File: config.mk
export PLATFORM = sky130hd
export DESIGN_NAME = alu_exec_unit
export DESIGN_NICKNAME = d
export VERILOG_FILES = /design/src/rtl/alu_exec_unit.sv
export SDC_FILE = /design/constraint.sdc
export NUM_CORES = 1
export LEC_CHECK = 0
export ABC_AREA = 1
export CORE_ASPECT_RATIO = 2
export CORE_MARGIN = 2
export CORE_UTILIZATION = 50
export CTS_BUF_LIST = sky130_fd_sc_hd__clkbuf_16
export DETAILED_ROUTE_END_ITERATION = 6
export MAX_ROUTING_LAYER = met4
export PLACE_DENSITY_LB_ADDON = 0.25
export SYNTH_ARGS = -nofsm -noshare
export SYNTH_HDL_FRONTEND = slang
export SYNTH_SLANG_ARGS = --single-unit
File: constraint.sdc
create_clock -name clk -period 2.3 [get_ports clk]
set_clock_uncertainty 0.1 [all_clocks]
set_input_delay 0.23 -clock clk [delete_from_list [all_inputs] [get_ports clk]]
set_output_delay 0.23 -clock clk [all_outputs]
set_load 0.1 [all_outputs]
File: src/rtl/alu_exec_unit.sv
// alu_exec_unit: registered, handshaked ALU. Logic/arithmetic ops finish in
// one cycle; SLL/SRL/SRA walk one bit per cycle through an accumulator.
// Result and Zero are held in DONE until the consumer takes them.
module alu_exec_unit #(
   parameter int WIDTH = 32,
   parameter int SHW   = 5
) (
   input  logic             clk,
   input  logic             rst_n,
   input  logic             InValid,
   output logic             InReady,
   input  logic [3:0]       ALUCtrl,
   input  logic [WIDTH-1:0] OpA,
   input  logic [WIDTH-1:0] OpB,
   output logic             OutValid,
   input  logic             OutReady,
   output logic [WIDTH-1:0] Result,
   output logic             Zero,
   output logic             IllegalOp
);

   typedef enum logic [1:0] {IDLE, SHIFT, DONE} state_t;
   typedef enum logic [1:0] {SH_LEFT, SH_RIGHT_LOG, SH_RIGHT_ARITH} shift_kind_t;

   localparam logic [3:0] OP_AND = 4'b0000;
   localparam logic [3:0] OP_OR  = 4'b0001;
   localparam logic [3:0] OP_ADD = 4'b0010;
   localparam logic [3:0] OP_SLL = 4'b0011;
   localparam logic [3:0] OP_SRL = 4'b0100;
   localparam logic [3:0] OP_SRA = 4'b0101;
   localparam logic [3:0] OP_SUB = 4'b0110;
   localparam logic [3:0] OP_SLT = 4'b0111;
   localparam logic [3:0] OP_NOR = 4'b1100;

   localparam logic [SHW-1:0] CNT_ONE = SHW'(1);

   state_t           state_q, state_d;
   shift_kind_t      kind_q, new_kind;
   logic [WIDTH-1:0] acc_q, acc_next;
   logic [SHW-1:0]   cnt_q;
   logic [SHW-1:0]   shamt;
   logic [WIDTH-1:0] alu_res;
   logic             alu_illegal;
   logic             is_shift;
   logic             slt_bit;
   logic             accept;
   logic             go_shift;

   assign shamt    = OpB[SHW-1:0];
   assign slt_bit  = $signed(OpA) < $signed(OpB);
   assign InReady  = (state_q == IDLE) || ((state_q == DONE) && OutReady);
   assign accept   = InValid && InReady;
   assign go_shift = is_shift && (shamt != '0);
   assign OutValid = (state_q == DONE);

   // Decode the op code into a single-cycle result or a shift request.
   always_comb begin
      // NOTE: every output of a combinational block gets a default first, so no
      // path through the case leaves it unassigned and infers a latch.
      alu_res     = '0;
      alu_illegal = 1'b0;
      is_shift    = 1'b0;
      new_kind    = SH_LEFT;
      case (ALUCtrl)
         OP_AND: alu_res = OpA & OpB;
         OP_OR:  alu_res = OpA | OpB;
         OP_ADD: alu_res = OpA + OpB;
         OP_SUB: alu_res = OpA - OpB;
         OP_SLT: alu_res = {{(WIDTH-1){1'b0}}, slt_bit};
         OP_NOR: alu_res = ~(OpA | OpB);
         OP_SLL: begin is_shift = 1'b1; new_kind = SH_LEFT;        alu_res = OpA; end
         OP_SRL: begin is_shift = 1'b1; new_kind = SH_RIGHT_LOG;   alu_res = OpA; end
         OP_SRA: begin is_shift = 1'b1; new_kind = SH_RIGHT_ARITH; alu_res = OpA; end
         default: alu_illegal = 1'b1;
      endcase
   end

   // One-bit step of the accumulator in the direction captured at accept.
   always_comb begin
      acc_next = acc_q;
      case (kind_q)
         SH_LEFT:        acc_next = {acc_q[WIDTH-2:0], 1'b0};
         SH_RIGHT_LOG:   acc_next = {1'b0, acc_q[WIDTH-1:1]};
         SH_RIGHT_ARITH: acc_next = {acc_q[WIDTH-1], acc_q[WIDTH-1:1]};
         default:        acc_next = acc_q;
      endcase
   end

   // Next state: accept from IDLE/DONE, count down in SHIFT, drain DONE to IDLE.
   always_comb begin
      state_d = state_q;
      case (state_q)
         IDLE, DONE: begin
            if (accept)                           state_d = go_shift ? SHIFT : DONE;
            else if ((state_q == DONE) && OutReady) state_d = IDLE;
         end
         SHIFT:   if (cnt_q == CNT_ONE) state_d = DONE;
         default: state_d = IDLE;
      endcase
   end

   // State register.
   always_ff @(posedge clk or negedge rst_n) begin
      if (!rst_n) state_q <= IDLE;
      // NOTE: clocked state uses non-blocking assignment so every register sees
      // the pre-edge values of its neighbours, independent of statement order.
      else        state_q <= state_d;
   end

   // Datapath: load results on accept, step the shifter, publish on completion.
   always_ff @(posedge clk or negedge rst_n) begin
      if (!rst_n) begin
         // NOTE: the accumulator and counter are reset as well, so a shift cut
         // off by reset cannot leak any partial value into a later operation.
         acc_q     <= '0;
         cnt_q     <= '0;
         kind_q    <= SH_LEFT;
         Result    <= '0;
         Zero      <= 1'b0;
         IllegalOp <= 1'b0;
      end else if (accept) begin
         if (go_shift) begin
            acc_q  <= OpA;
            cnt_q  <= shamt;
            kind_q <= new_kind;
         end else begin
            Result    <= alu_res;
            Zero      <= (alu_res == '0);
            IllegalOp <= alu_illegal;
         end
      end else if (state_q == SHIFT) begin
         acc_q <= acc_next;
         cnt_q <= cnt_q - CNT_ONE;
         if (cnt_q == CNT_ONE) begin
            Result    <= acc_next;
            Zero      <= (acc_next == '0);
            IllegalOp <= 1'b0;
         end
      end
   end

endmodule
==> results of run 1 <==
cells by family after synthesis:
group	share of synthesized area (%)
flip-flops	17.5
adder cells (fa/ha/maj)	12.2
XOR/XNOR	0.245
AND/OR/NAND/NOR	38.4
AO/OA/AOI/OAI	16.9
buffers and inverters	14.8
layer usage:
layer | GRT usage [%] | GRT overflow
met1 | 56.0 | 0
met2 | 87.8 | 1
met3 | 29.4 | 0
met4 | 66.9 | 1
met5 | - | -
metrics by stage:
stage	setup TNS [ps]	utilization, %	instance area [µm²]	worst slack (ps)
after global placement	-21840	71.0	14900	-1150
after CTS	-25.8	82.6	17400	-25.8
after detailed placement	-23020	71.0	14900	-1120
after floorplan	0	-	10700	9.18
what timing repair did:
item / 4_1_cts
endpoints found under the hold margin: 43
cloned: 1
gates resized for setup: 621
setup buffers: 58
setup endpoints to repair: 28
hold buffers: 1
pin swaps: 133
==> key figures, run 1 <==
Run status
  – Status: aborted with a tool error
  – Failed at: global routing (5_1_grt)
  – Stop err: [ERROR GRT-0232] Routing congestion too high. Check the congestion heatmap in the GUI.

Placement
  – Inst Count DP: 2,566
  – IO buf count: 107
  – GP Congestion: 1.14
  – Dpl hpwl: 42.9 mm

Synth
  – Ys async rst share: 100%
  – Top cells by area, synth: nand2_1, dfrtp_1, ha_1
  – EDFF count, synth: 0
  – YS warnings: 0
  – Top cell type by total area after synthesis: nand2_1
  – Sequential area share after synthesis: 17.5%
  – Most frequent cell after synthesis: nand2_1
  – Post-Syn Area per Cell: 5.79 µm²
  – Predominant post-synthesis flop cell: dfrtp_1
  – Number of distinct library cells after synthesis: 44
  – Post-synth top area share: 19.1%
  – Mapped cell area: 10,700 µm²
  – #FFs+latches synth: 75
  – Top cells by count, synth: nand2_1, inv_1, nor2_1
  – Syn Nets: 2,027
  – Mapped Cells: 1,852

Die
  – Initial Utilization: 51.0%
  – I/O pin cnt: 108
  – Chip height: 211 µm
  – Die span in x: 108 µm
  – # rows: 75

Global routing
  – Largest net degree at the start of global routing: 62
  – Total congestion overflow: 2
  – GRT Overall Usage: 61.5%

CTS
  – CTS H-Tree Depth: 3
  – Clock sinks: 75
  – CTS root buffer: clkbuf_16
  – CTS max path bufs: 2
  – Cts bufs inserted: 9

Timing
  – Critical endpoint after global-route timing repair: Zero$_DFFE_PN0P_/D
  – Worst End Pin Type: register input
==> run 2, diff against run 1 <==
==> config.mk (replaced) <==
export PLATFORM = sky130hd
export DESIGN_NAME = alu_exec_unit
export DESIGN_NICKNAME = d
export VERILOG_FILES = /design/src/rtl/alu_exec_unit.sv
export SDC_FILE = /design/constraint.sdc
export NUM_CORES = 1
export LEC_CHECK = 0
export ABC_AREA = 1
export CORE_MARGIN = 2
export CORE_UTILIZATION = 35
export DETAILED_ROUTE_END_ITERATION = 6
export PLACE_DENSITY_LB_ADDON = 0.15
export SYNTH_ARGS = -nofsm -noshare
export SYNTH_HDL_FRONTEND = slang
export SYNTH_SLANG_ARGS = --single-unit
==> key figures, run 2 <==
Run status
  – Status: finished with violations
  – Failing checks: negative setup slack

Timing
  – Final Hold Viols: 0
  – Least-Margin Pin Slew: 607 ps
  – Final slew viol count: 0
  – # setup viols final: 1
  – Final worst path period share: 104%
  – Final worst path period need: 2400 ps
  – WHS: 313 ps
  – Fmax: 0.417 GHz
  – Final setup TNS: -101 ps
  – Setup WS post-layout: -101 ps
  – Slew headroom: 59.6%
  – RSZ-0062 raised after global routing: yes

Worst setup path
  – Critical Path Start: OpA[0]
  – Critical Path RT: 2480 ps
  – CP Max Fanout: 3
  – Slowest cell delay on critical path: 380 ps
  – Crit Path Class: primary input to register
  – Worst R2R Start: kind_q[0]
  – Crit path cell chain: buf_8, ha_4, inv_4, fa_2, inv_2, nand3_2, nand2_2, buf_6, nand2_4, nand2_4, nand2_2, nand2_2, nand2_1, nand2_1, nand2_1, nand3_1, nand3_2, nor2_1, nand3_2, nor2_2, nand2_1, a21oi_2
  – Worst setup SP type: primary input
  – Critical path's slowest cell: fa_2
  – Critical path's most frequent cell: nand2_1
  – CP Capture Type: register
  – WP buf/inv: 4
  – Delay-heaviest family, CP: simple AND/OR/NAND/NOR gates
  – Crit path arrival time: 2580 ps

Synth
  – Most frequent cell after synthesis: nand2_1
  – Post-synth top area share: 19.1%
  – Sequential area share after synthesis: 17.5%
  – Post-Syn Area per Cell: 5.79 µm²
  – Top cells by count, synth: nand2_1, inv_1, nor2_1
  – Predominant post-synthesis flop cell: dfrtp_1
  – EDFF count, synth: 0
  – Top cell type by total area after synthesis: nand2_1
  – Top cells by area, synth: nand2_1, dfrtp_1, ha_1
  – Ys async rst share: 100%
  – Mapped cell area: 10,700 µm²
  – Syn Nets: 2,027
  – Mapped Cells: 1,852
  – #FFs+latches synth: 75
  – YS warnings: 0
  – Number of distinct library cells after synthesis: 44

Routing
  – WL per Instance: 18.3 µm
  – Met3 wire length: 3.69 mm
  – Antenna-violating nets left: 0
  – Via count: 14,400
  – Met2 WL: 22.5 mm
  – Routed WL: 50.7 mm
  – Residual DRC count: 0
  – Iteration-0 DRC count of the detailed router: 1,243
  – M1 WL: 23.1 mm
  – First drt pass iteration count: 7
  – Via density: 5.19
  – Top sig layer: met4

Die
  – # rows: 64
  – I/O pin cnt: 108
  – Die area: 32,000 µm²
  – Die span in x: 179 µm
  – Chip height: 179 µm
  – Core ar.: 30,300 µm²
  – Initial Utilization: 35.3%

CTS
  – Worst-Skew Late Latency: 350 ps
  – Cts bufs inserted: 9
  – Clock sinks: 75
  – CTS tree: built
  – CTS root buffer: clkbuf_16
  – CTS H-Tree Depth: 3
  – Clk slew on worst S/H paths: 60 ps
  – CTS max path bufs: 2

Global routing
  – Largest net degree at the start of global routing: 61
  – First-pass GRT wire length: 76.5 mm
  – GRT Overall Usage: 31.5%
  – Initial antenna violation count: 1
  – Total congestion overflow: 0
  – Number of global-route vias before repair: 13,700

Worst hold path
  – Hold Crit Class: primary input to register
  – Hold Startpoint: OpB[1]

Flow run
  – MaxCap Viol Count: 0

Placement
  – Cell Area, Placed: 15,100 µm²
  – IO buf count: 107
  – GP Congestion: 1.02
  – Inst Count DP: 2,692
  – Dpl hpwl: 41.2 mm
  – Dpl ws: -1180 ps

Final layout
  – Antenna diode count: 0
  – Area grow syn2layout: 66.3%
  – Most frequent cells in the layout: buf_4, nand2_1, inv_1
  – Final-stage net count: 2,540
  – Design area: 17,800 µm²
  – Top flop regs: Result x32, acc_q x32, cnt_q x5
  – Non-filler cells in the finished layout: 2,764
  – Share of cells above drive strength 1: 45.5%
  – Commonest non-fill, non-tap cell in the layout: buf_4

Power
  – Pwr per Cell Area: 702 nW/µm²
  – Leakage Power: 8.97 nW
  – Peak supply drop: 740 µV
## run 2: report_power, final
part	leakage (nW)	internal, W	total, W	switching, W
combinational	7.90	0.00294	0.00879	0.00585
sequential	0.918	0.00191	0.00229	0.000375
clock	0.151	0.000914	0.00144	0.000525
total	8.97	0.00576	0.0125	0.00675
## run 2: area by class of cell
| type | count | area, µm² |
|---|---|---|
| flip-flops and latches | 75 | 1880 |
| inverters | 317 | 1210 |
| clock inverters | 2 | 35.0 |
| fillers | 3016 | 12500 |
| clock buffers | 12 | 267 |
| repair buffers | 574 | 4660 |
| well taps | 396 | 495 |
| multi-input cells | 1388 | 9270 |
## run 2: worst min-delay path, cell delays in order
cell and delay [ps]:
clkdlybuf4s15_1 200, buf_4 130, o211ai_1 90, o21ai_0 70
## run 2: per-layer routing
layer	track usage, %	vias up
li1	-	7004
met1	44.5	6760
met2	50.2	527
met3	3.92	62
met4	8.98	0
met5	0	-
## run 2: worst paths after layout
path                            slack, ps  cells after the start   endpoint
min in group asynchronous             330                      2   cnt_q[0]
worst max-delay path                 -100                     22       Zero
max in group asynchronous            1180                      3  acc_q[20]
worst max register to register         60                     13       Zero
worst min register to register        390                      2  Result[2]
worst min-delay path                  310                      4   cnt_q[1]
## run 2: cell families after synthesis
kind of cell	count (synthesis)	share of synthesized area, %
xor+xnor	3	0.245
fa+ha+maj	103	12.2
flops	75	17.5
simple gates	974	38.4
buf+inv	389	14.8
compound gates	308	16.9
## run 2: through the flow
step / utilization, % / total power (W)
floorplan: - / 0.00734
global placement: 49.6 / 0.0102
detailed placement: 49.6 / 0.0102
CTS: 56.2 / 0.0122
global route: 58.7 / 0.0133
finish: 58.7 / 0.0125
## run 2: repair_timing
item                       CTS  global route
hold endpoints to repair    42             0
gates resized for setup    519           266
setup endpoints to repair   31            24
hold buffers                 1             0
setup buffers               34            23
pin swaps                  105           140
No activity file was read; power rests on OpenSTA's default activity.
==> run 3, diff against run 2 <==
--- a/config.mk
+++ b/config.mk
@@ -8,6 +8,7 @@
 export ABC_AREA = 1
 export CORE_MARGIN = 2
 export CORE_UTILIZATION = 35
+export CTS_BUF_LIST = sky130_fd_sc_hd__clkbuf_8
 export DETAILED_ROUTE_END_ITERATION = 6
 export PLACE_DENSITY_LB_ADDON = 0.15
 export SYNTH_ARGS = -nofsm -noshare
==> key figures, run 3 (same netlist as run 2, synthesis figures left out) <==
Run status
  – Status: finished with violations
  – Failing checks: negative setup slack

Routing
  – Via count: 14,300
  – Iteration-0 DRC count of the detailed router: 1,254
  – WL per Instance: 18.3 µm
  – Residual DRC count: 0
  – Antenna-violating nets left: 0
  – First drt pass iteration count: 6
  – Routed WL: 50.5 mm
  – Via density: 5.19

Power
  – Sw Pwr: 0.00671 W
  – Pint: 0.00542 W
  – Gate power share: 72.5%
  – Switching Fraction: 55.3%
  – Sequential Power Share: 18.8%
  – Pwr per Cell Area: 683 nW/µm²
  – Clock Power Share: 8.6%
  – Leakage Power: 8.90 nW
  – Peak supply drop: 736 µV

Timing
  – RSZ-0062 raised after global routing: yes
  – Final worst path period share: 103%
  – Setup WS post-layout: -57.8 ps
  – Final setup TNS: -57.8 ps
  – Least-Margin Pin Slew: 576 ps
  – WHS: 298 ps
  – Slew headroom: 61.6%
  – Final worst path period need: 2360 ps
  – # setup viols final: 1
  – Fmax: 0.424 GHz
  – Final Hold Viols: 0
  – Final slew viol count: 0

Final layout
  – Design area: 17,800 µm²
  – Commonest non-fill, non-tap cell in the layout: buf_4
  – Antenna diode count: 0
  – Final-stage net count: 2,532
  – Share of cells above drive strength 1: 44.4%
  – Most frequent cells in the layout: buf_4, nand2_1, inv_1
  – Top flop regs: Result x32, acc_q x32, cnt_q x5
  – # fillers: 2,982
  – Area grow syn2layout: 65.7%
  – Non-filler cells in the finished layout: 2,756

Worst setup path
  – Slowest cell delay on critical path: 380 ps
  – CP Capture Type: register
  – Worst setup SP type: primary input
  – Critical path's slowest cell: fa_2
  – Crit Path Class: primary input to register
  – Crit path cell chain: buf_6, ha_4, inv_4, fa_2, inv_2, nand3_2, nand2_2, buf_6, nand2_4, nand2_4, nand2_2, nand2_2, nand2_2, nand2_4, a21oi_2, or2_0, nand3_1, nand3_2, nor2_2, nand2_1, a21oi_2
  – Crit path arrival time: 2550 ps
  – Critical path's most frequent cell: nand2_2
  – WP buf/inv: 4
  – Critical Path RT: 2490 ps
  – CP Max Fanout: 3
  – Delay-heaviest family, CP: simple AND/OR/NAND/NOR gates

Global routing
  – Largest net degree at the start of global routing: 61
  – First-pass GRT wire length: 76.3 mm
  – Initial antenna violation count: 1
  – Number of global-route vias before repair: 13,700
  – Total congestion overflow: 0
  – GRT Overall Usage: 31.4%

Placement
  – Dpl hpwl: 41.2 mm
  – GP Congestion: 1.02
  – Inst Count DP: 2,692
  – Dpl ws: -1180 ps
  – IO buf count: 107
  – Cell Area, Placed: 15,100 µm²

Die
  – I/O pin cnt: 108
  – Core ar.: 30,300 µm²
  – Initial Utilization: 35.3%
  – Chip height: 179 µm
  – Die span in x: 179 µm
  – # rows: 64
  – Die area: 32,000 µm²

CTS
  – CTS tree: built
  – Clk slew on worst S/H paths: 70 ps
  – CTS max path bufs: 2
  – CTS H-Tree Depth: 3
  – CTS root buffer: clkbuf_8
  – Clock sinks: 75
  – Cts bufs inserted: 9
  – Worst-Skew Late Latency: 360 ps

Worst hold path
  – Hold Crit Class: primary input to register

Flow run
  – MaxCap Viol Count: 0
-- run 3: changes by cell type in the layout (fill, tap and decap cells not counted), moves of 4 or more --
cell             before  now
clkdlybuf4s15_2       7   12
clkdlybuf4s15_1      10   14
buf_4               463  456
clkbuf_16             9    0
dlygate4sd2_1        18   30
clkbuf_8              3   12
nand2_2             121  114
clkbuf_2             27    9
-- run 3: worst min-delay path: stages --
cell and delay [ps]:
clkdlybuf4s15_1 190, buf_4 130, o211ai_1 90, o21ai_0 70
-- run 3: cell type report --
cell class / count / area (µm²) / area share, %
tap: 396 / 495 / 2.79
sequential: 75 / 1880 / 10.6
clock buffer: 12 / 165 / 0.930
timing repair buffer: 566 / 4660 / 26.3
inverter: 317 / 1200 / 6.79
multi-input combinational: 1388 / 9320 / 52.5
clock inverter: 2 / 35.0 / 0.197
-- run 3: path summary, 6_finish.rpt --
kind	start	endpoint	slack [ps]	cells past startpoint
min in group asynchronous	rst_n	Result[2]	310	2
min	OpB[1]	cnt_q[1]	300	4
max	OpB[0]	Zero	-60	21
min reg2reg	Result[2]	Result[2]	400	2
max reg2reg	kind_q[0]	Zero	110	13
max in group asynchronous	rst_n	Result[24]	1200	3
-- run 3: routing by layer --
layer | track usage [%] | wire length (µm) | part of all wire, %
met2 | 49.6 | 22400 | 44
met4 | 9.62 | 1460 | 2.9
met3 | 3.52 | 3510 | 7.0
met1 | 44.6 | 23100 | 46
met5 | 0 | 0 | 0
-- run 3: through the flow --
step                      power (W)  util, %
after floorplan             0.00734        -
after global routing         0.0129     58.5
final                        0.0121     58.5
after global placement       0.0102     49.6
after CTS                    0.0118     55.9
after detailed placement     0.0102     49.6
-- run 3: power groups by stage --
| stage | combinational (W) | sequential, W | clock [W] |
|---|---|---|---|
| final | 0.00879 | 0.00228 | 0.00105 |
| after global routing | 0.00938 | 0.00236 | 0.00113 |
| after CTS | 0.00844 | 0.00229 | 0.00108 |
| after detailed placement | 0.00793 | 0.00229 | 0 |
| after global placement | 0.00791 | 0.00228 | 0 |
| after floorplan | 0.00295 | 0.00439 | 0 |
-- run 3: timing repair --
action / in CTS / in global routing
gates resized for setup: 543 / 216
setup buffers: 34 / 17
pin swaps: 117 / 121
endpoints found under the hold margin: 42 / 0
setup endpoints to repair: 29 / 14
hold buffers: 1 / 0
==> run 4, diff against run 3 <==
--- a/config.mk
+++ b/config.mk
@@ -6,8 +6,9 @@
 export NUM_CORES = 1
 export LEC_CHECK = 0
 export ABC_AREA = 1
+export CAP_MARGIN = 20
 export CORE_MARGIN = 2
-export CORE_UTILIZATION = 35
+export CORE_UTILIZATION = 41
 export CTS_BUF_LIST = sky130_fd_sc_hd__clkbuf_8
 export DETAILED_ROUTE_END_ITERATION = 6
 export PLACE_DENSITY_LB_ADDON = 0.15
==> key figures, run 4 (same netlist as run 2, synthesis figures left out) <==
Power
  – Gate power share: 71.6%
  – Pint: 0.00559 W
  – Clock Power Share: 10.0%
  – Design Power: 0.0124 W
  – Peak supply drop: 1140 µV
  – Sw Pwr: 0.00677 W
  – Sequential Power Share: 18.4%
  – Switching Fraction: 54.8%
  – Leakage Power: 9.13 nW
  – Pwr per Cell Area: 691 nW/µm²

Worst setup path
  – Reg2Reg Setup Slack: 80 ps
  – Worst R2R Start: kind_q[1]
  – FF-to-FF path depth: 12
  – R2R Path End: Zero
  – Crit Path Class: primary input to register
  – CP Max Fanout: 3
  – CP Capture Type: register
  – Critical Path RT: 2480 ps
  – Crit path arrival time: 2460 ps
  – Worst setup SP type: primary input

Final layout
  – Commonest non-fill, non-tap cell in the layout: buf_4
  – Share of cells above drive strength 1: 46.6%
  – # fillers: 2,291
  – Top flop regs: Result x32, acc_q x32, cnt_q x5
  – Design area: 17,900 µm²
  – Core Util, Final: 69.2%
  – Most frequent cells in the layout: buf_4, nand2_1, inv_1
  – Area grow syn2layout: 66.8%
  – Antenna diode count: 0
  – Final-stage net count: 2,558

Routing
  – Antenna-violating nets left: 0
  – Residual DRC count: 0
  – Via density: 5.39
  – WL per Instance: 18.6 µm
  – First drt pass iteration count: 6
  – Iteration-0 DRC count of the detailed router: 1,432
  – Routed WL: 50.7 mm
  – Via count: 14,700

Placement
  – GP Congestion: 0.995
  – Dpl hpwl: 40.3 mm
  – Cell Area, Placed: 15,100 µm²
  – IO buf count: 107
  – Dpl ws: -1050 ps

Die
  – Die area: 27,400 µm²
  – Initial Utilization: 41.5%
  – Die span in x: 166 µm
  – Chip height: 166 µm
  – # rows: 59
  – I/O pin cnt: 108
  – Core ar.: 25,800 µm²

Worst hold path
  – Hold path cells: 4
  – Hold Crit Class: primary input to register
  – Hold Startpoint: OpB[1]
  – Hold Path End: cnt_q[1]

Timing
  – RSZ-0062 raised after global routing: yes
  – Setup WS post-layout: 25.4 ps
  – Final worst path period share: 98.9%
  – Slew headroom: 64.3%
  – Final Hold Viols: 0
  – Final worst path period need: 2270 ps
  – Final slew viol count: 0
  – Final setup TNS: 0 ps
  – Fmax: 0.440 GHz
  – Least-Margin Pin Slew: 535 ps
  – # setup viols final: 0

Global routing
  – Total congestion overflow: 0
  – Largest net degree at the start of global routing: 58
  – Number of global-route vias before repair: 13,900
  – First-pass GRT wire length: 75.9 mm
  – GRT Overall Usage: 34.9%
  – Initial antenna violation count: 1

CTS
  – Cts bufs inserted: 9
  – CTS tree: built
  – Worst-Skew Late Latency: 350 ps
  – CTS H-Tree Depth: 3
  – Clock sinks: 75
  – Clk slew on worst S/H paths: 80 ps
  – CTS root buffer: clkbuf_8
  – CTS max path bufs: 2

Flow run
  – MaxCap Viol Count: 0

Run status
  – Status: complete, no violations
## run 4: worst max-delay path by stage
stage | startpoint | to | slack (ps) | cells after the start
after floorplan | state_q[1] | Zero | 9 | 13
after CTS | OpB[4] | Zero | 2 | 21
after detailed placement | OpA[0] | Zero | -1050 | 21
final | OpA[1] | Zero | 30 | 21
after global placement | OpA[23] | Zero | -1070 | 18
after global routing | OpA[1] | Zero | -130 | 21
## run 4: stage by stage
step           std cells  hold WS (ps)
2_1_floorplan       1852          -166
3_3_place_gp        2639          50.8
3_5_place_dp        2639          50.9
4_1_cts             2698           135
5_1_grt             2723           178
6_report            2723           157
## run 4: area by class of cell
class                           count  area, µm²  share of cell area, %
Timing Repair Buffer              592       4770                   26.7
Inverter                          317       1210                   6.75
Sequential cell                    75       1880                   10.5
Clock inverter                      6        104                  0.581
Tap cell                          335        419                   2.34
Clock buffer                       10        138                  0.770
Multi-Input combinational cell   1388       9360                   52.3
## run 4: timing repair
| item | CTS | global route |
|---|---|---|
| endpoints found under the setup margin | 28 | 14 |
| gates resized for setup | 606 | 245 |
| cloned | 0 | 1 |
| hold endpoints to repair | 37 | 0 |
| setup buffers | 43 | 25 |
| pin swaps | 135 | 137 |
| hold buffers | 1 | 0 |
## run 4: power groups by stage
stage	Combinational, W	Clock, W	Sequential, W
after floorplan	0.00295	0	0.00439
after global placement	0.00779	0	0.00227
after detailed placement	0.00785	0	0.00229
after CTS	0.00840	0.00125	0.00227
after global routing	0.00939	0.00131	0.00234
final	0.00884	0.00124	0.00227
## run 4: layer usage
metal / up-vias / wire, µm / global-route usage [%] / part of all wire (%)
li1: 7041 / - / - / -
met1: 6896 / 22200 / 50.2 / 44
met2: 651 / 22600 / 55.0 / 45
met3: 97 / 4140 / 2.94 / 8.2
met4: 0 / 1680 / 11.7 / 3.3
met5: - / 0 / 0 / 0
## run 4: critical path, stage by stage
cell     delay, ps
buf_2          100
inv_2           40
buf_4          130
ha_4           260
nor2_2         140
nand2_2         80
nand3_2        110
nand2_2         80
nand2_2        110
nand2_1        110
nand2_2        130
nand2_1         70
nand3_2         90
nand3_2         90
nor2_1         130
nand2_1         60
nor2_1          80
nand3_1        100
nor2_2         130
nand2_1         70
a21oi_2        100
